$ cat src/rtl/fifo_read_port.sv
// Read-side controller for the synchronous FIFO: credit-based read strobes feeding a
// two-entry (head + skid) output buffer with a valid/ready handshake. FIFO_RD_CNT_EN adds rd_count.
module fifo_read_port #(
   parameter int unsigned DATA_WIDTH = 8
) (
   input  logic                  clk,
   input  logic                  reset,
   input  logic                  fifo_empty,
   input  logic [DATA_WIDTH-1:0] fifo_rdata,
   output logic                  fifo_rd_en,
   output logic                  out_valid,
   output logic [DATA_WIDTH-1:0] out_data,
   input  logic                  out_ready
`ifdef FIFO_RD_CNT_EN
   ,
   output logic [15:0]           rd_count
`endif
);

   localparam int unsigned CREDIT_WIDTH = 3;

   typedef enum logic [1:0] {
      EMPTY = 2'd0,
      ONE   = 2'd1,
      TWO   = 2'd2
   } occ_t;

   occ_t                  occ;
   logic                  inflight;
   logic [DATA_WIDTH-1:0] skid;
   logic                  pop;
   logic [CREDIT_WIDTH-1:0] credit;

   assign pop    = out_valid & out_ready;
   // Words held or arriving after this cycle's pop; a new read is allowed only below two.
   assign credit = CREDIT_WIDTH'(occ) + CREDIT_WIDTH'(inflight) - CREDIT_WIDTH'(pop);
   assign fifo_rd_en = reset & ~fifo_empty & (credit < CREDIT_WIDTH'(2));

   always_ff @(posedge clk or negedge reset) begin
      if (!reset) begin
         occ       <= EMPTY;
         inflight  <= 1'b0;
         out_valid <= 1'b0;
         out_data  <= '0;
         skid      <= '0;
      end else begin
         inflight <= fifo_rd_en;
         if (inflight) begin
            case (occ)
               EMPTY: begin
                  out_data  <= fifo_rdata;
                  out_valid <= 1'b1;
                  occ       <= ONE;
               end
               ONE: begin
                  if (pop) begin
                     out_data <= fifo_rdata;
                  end else begin
                     skid <= fifo_rdata;
                     occ  <= TWO;
                  end
               end
               TWO: begin
                  // Credit rule guarantees a pop whenever a word lands while full.
                  if (pop) begin
                     out_data <= skid;
                     skid     <= fifo_rdata;
                  end
               end
               default: begin
                  occ       <= EMPTY;
                  out_valid <= 1'b0;
               end
            endcase
         end else if (pop) begin
            case (occ)
               ONE: begin
                  occ       <= EMPTY;
                  out_valid <= 1'b0;
               end
               TWO: begin
                  out_data <= skid;
                  occ      <= ONE;
               end
               default: begin
                  occ       <= EMPTY;
                  out_valid <= 1'b0;
               end
            endcase
         end
      end
   end

`ifdef FIFO_RD_CNT_EN
   // Delivered-word counter, wraps naturally at 16 bits.
   always_ff @(posedge clk or negedge reset) begin
      if (!reset) begin
         rd_count <= '0;
      end else if (pop) begin
         rd_count <= rd_count + 16'd1;
      end
   end
`endif

endmodule
$ cat config.mk
export PLATFORM = sky130hd
export DESIGN_NAME = fifo_read_port
export DESIGN_NICKNAME = d
export VERILOG_FILES = /design/src/rtl/fifo_read_port.sv
export SDC_FILE = /design/constraint.sdc
export NUM_CORES = 1
export LEC_CHECK = 0
export CORE_MARGIN = 8
export CORE_UTILIZATION = 53
export DETAILED_ROUTE_END_ITERATION = 12
export PLACE_DENSITY = 0.89
export SKIP_LAST_GASP = 1
export SLEW_MARGIN = 25
export SYNTH_ARGS = -nofsm -noshare
export SYNTH_HDL_FRONTEND = slang
export SYNTH_SLANG_ARGS = --single-unit
$ cat constraint.sdc
create_clock -name clk -period 3.86 [get_ports clk]
set_input_delay 0.965 -clock clk [delete_from_list [all_inputs] [get_ports clk]]
set_output_delay 0.965 -clock clk [all_outputs]
set_load 0.01 [all_outputs]
==> metrics.md <==
| Metric | Value |
|---|---|
| Slew margin rel. | `roughly 54%` |
| Outcome | `complete, no violations` |
| Unique masters post-synth | `26` |
| Post-synthesis compound-gate area fraction | `13.2%` |
| Share of cells above drive strength 1 | `20.3%` |
| Crit share post-route | `97.0%` |
| Worst-skew pair later-pin latency | `0.30 ns` |
| RR Startpoint | `occ[1]` |
| Core area | `~0.0019 sq mm` |
| Antenna violations before repair | `0` |
| Worst setup SP type | `input port` |
| Maximum fanout along the worst path | `2` |
| Final setup vio count | `0` |
| Synth top area share | `47.7%` |
| Main synth FF type | `dfrtp_1` |
| Clock root buffer | `clkbuf_4` |
| Drt wl/cell | `15.2 microns` |
| Port-buffer cells | `21` |
| Residual DRC | `0` |
| Ys async rst share | `100%` |
| F_max | `267 MHz` |
| DR vias/cell | `approximately 5.5` |
| R2R depth | `6` |
| DRT iter0 DRCs | `22` |
| Final wirelength | `~2.2 mm` |
| Global-route wire length before repair | `3.64 mm` |
| H-Tree Depth | `1` |
| Dpl cells | `140` |
| Rows | `16` |
| Via count | `791` |
| Clk_skew | `0.00386 ns` |
| DPL Wire Length | `1.64 mm` |
| Initial core utilization | `54.6%` |
| Top cells by area, synth | `dfrtp_1 (48%), mux2_2 (8.6%), mux2i_1 (7.6%)` |
| Hold path depth | `1` |
| IO Pins | `22` |
| GRT Total Usage | `12.6%` |
| HP Class | `reg -> reg` |
| Syn_area_per_cell | `11.5 sq um` |
| Die area | `0.00366 sq mm` |
| Setup repair after global routing missed its margin | `no` |
| Yosys warning count | `0` |
| Post-synthesis sequential area ratio | `47.7%` |
| First-pass DRT Iterations | `4` |
| Fin. max-slew vios | `0` |
| Simple-gate area share of the yosys netlist | `10.5%` |
| Largest family of logic cells by synthesized area | `multiplexers` |
| Register bit total from synthesis | `20` |
| Worst-margin pin slew | `0.686 ns` |
| PD cells | `slightly below 800 mW/mm^2` |
| CP arrival | `2.78 ns` |
| Max-cap violations | `0` |
| CP endpoint kind | `output pin` |
| Clock Pin Slew Worst Setup and Hold Paths | `0.10 ns` |
| Chip Width | `60.5 microns` |
| P_leak | `0.612 nW` |
| Hold Violations, Final | `0` |
| Pre-CTS worst setup slack | `-0.315 ns` |
| Nets | `137` |
| # diodes | `0` |
| Worst Path Required | `2.89 ns` |
| CTS Sinks | `20` |
| Buffer levels on the longest clock path | `2` |
| Post-Synthesis Cell Area | `0.00105 sq mm` |
| Post-Synth Adder-Cell Area | `7.88%` |
| Peak VDD IR | `0.000438 V` |
| CP Class | `in -> out` |
| Number of flops mapped to enable cells by yosys | `0` |
| GR Overflow Total | `0` |
| Synthesis-to-layout area growth | `27.4%` |
| Post-DRT Antenna Nets | `0` |
| Final GP Congestion | `roughly 0.8` |
| Minimum clock period | `3.75 ns` |
| Non-Filler Instances | `145` |
| Syn Nets | `roughly 110` |
| Pin count of the biggest net entering global routing | `21` |
| R2R Path End | `out_data[4]` |
| Post-Synthesis Cells | `91` |
| Die height | `60.5 microns` |
| HP Start | `skid[5]` |
| Num CTS Buffers | `3` |
| CTS tree | `yes` |
| Synth Area in XOR/XNOR | `0.835%` |
| Area leader, netlist | `dfrtp_1` |
| R2R Setup Slk | `1.78 ns` |
| Most frequent cells in the layout | `dfrtp_1 (20), clkdlybuf4s50_1 (20), nor2_1 (11), mux2_2 (8), mux2i_1 (8)` |
| Final setup margin | `0.114 ns` |
| WHS Endpoint | `skid[5]` |
| Worst Hold Margin | `a little over 0.5 ns` |
| Number of global-route vias before repair | `804` |
| Mux share of post-synthesis cell area | `between 10% and 20%` |
[layout make-up]
type / count / area, sq um
clock buffer: 4 / 36.3
fill: 153 / 586
inverter: 4 / 15.0
multi-input combinational: 65 / 515
sequential: 20 / 500
tap: 27 / 33.8
timing repair buffer: 25 / 235
[cells by family after synthesis]
| kind of cell | Yosys count |
|---|---|
| xor gates and xnor gates | 1 |
| DFF | 20 |
| adders and majority gates | 6 |
| muxes | 16 |
| and+or+nand+nor | 23 |
| AOI/OAI and AO/OA | 19 |
| buffers and inverters | 6 |
[per-layer routing]
layer | GRT usage (%) | vias up | part of all wire [%]
li1 | - | 377 | -
met1 | 15.8 | 380 | 40
met2 | 22.4 | 32 | 55
met3 | 1.06 | 2 | 4.5
met4 | 3.99 | 0 | 0.91
met5 | 0 | - | 0
[worst max path at each step]
stage | depth (start not counted) | from | end
finish | 8 | out_ready | fifo_rd_en
global route | 8 | out_ready | fifo_rd_en
CTS | 8 | out_ready | fifo_rd_en
detailed placement | 8 | out_ready | fifo_rd_en
global placement | 8 | out_ready | fifo_rd_en
floorplan | 6 | out_ready | fifo_rd_en
[repair_timing]
| item | in CTS | in global routing |
|---|---|---|
| cloned | 0 | 0 |
| endpoints found under the setup margin | 1 | 1 |
| hold buffers | 0 | 0 |
| resized for setup | 3 | 2 |
| hold endpoints to repair | 0 | 0 |
| pin swaps | 0 | 1 |
| setup buffers | 0 | 1 |
[critical path, stage by stage]
cell	delay (ns)
clkdlybuf4s50_1	0.50
nand2_2	0.06
ha_1	0.27
nand2_1	0.06
fa_1	0.50
nand2_1	0.07
nor3_2	0.19
buf_2	0.16
[synth_stat cells (all sizes together) (2+ instances only)]
cell type and instances:
a21oi 9, buf 2, dfrtp 20, ha 5, inv 4, mux2 8, mux2i 8, nand2 5
nor2 11, nor3 3, o21ai 4
[through the flow]
step	power, mW	instance area, sq um	setup TNS, ns	utilization [%]
global route	1.13	1340	0	69.5
finish	1.05	1340	0	69.5
floorplan	0.726	1050	0	-
detailed placement	0.922	1290	-0.315	67.3
CTS	1.04	1330	0	69.2
global placement	0.884	1290	-0.251	67.3
[report_power, final]
part           switching [mW]  internal (mW)  total (mW)  leakage, nW
clock                  0.0602         0.0575       0.118       0.0210
combinational           0.259          0.281       0.540        0.351
sequential             0.0754          0.312       0.388        0.240
total                   0.395          0.651        1.05        0.612
[state kept, by name, indices dropped and copies added, names as in the netlist]
| register | count |
|---|---|
| out_data | 8 |
| skid | 8 |
| occ | 2 |
| inflight | 1 |
| out_valid | 1 |
No activity file was read; power rests on OpenSTA's default activity.
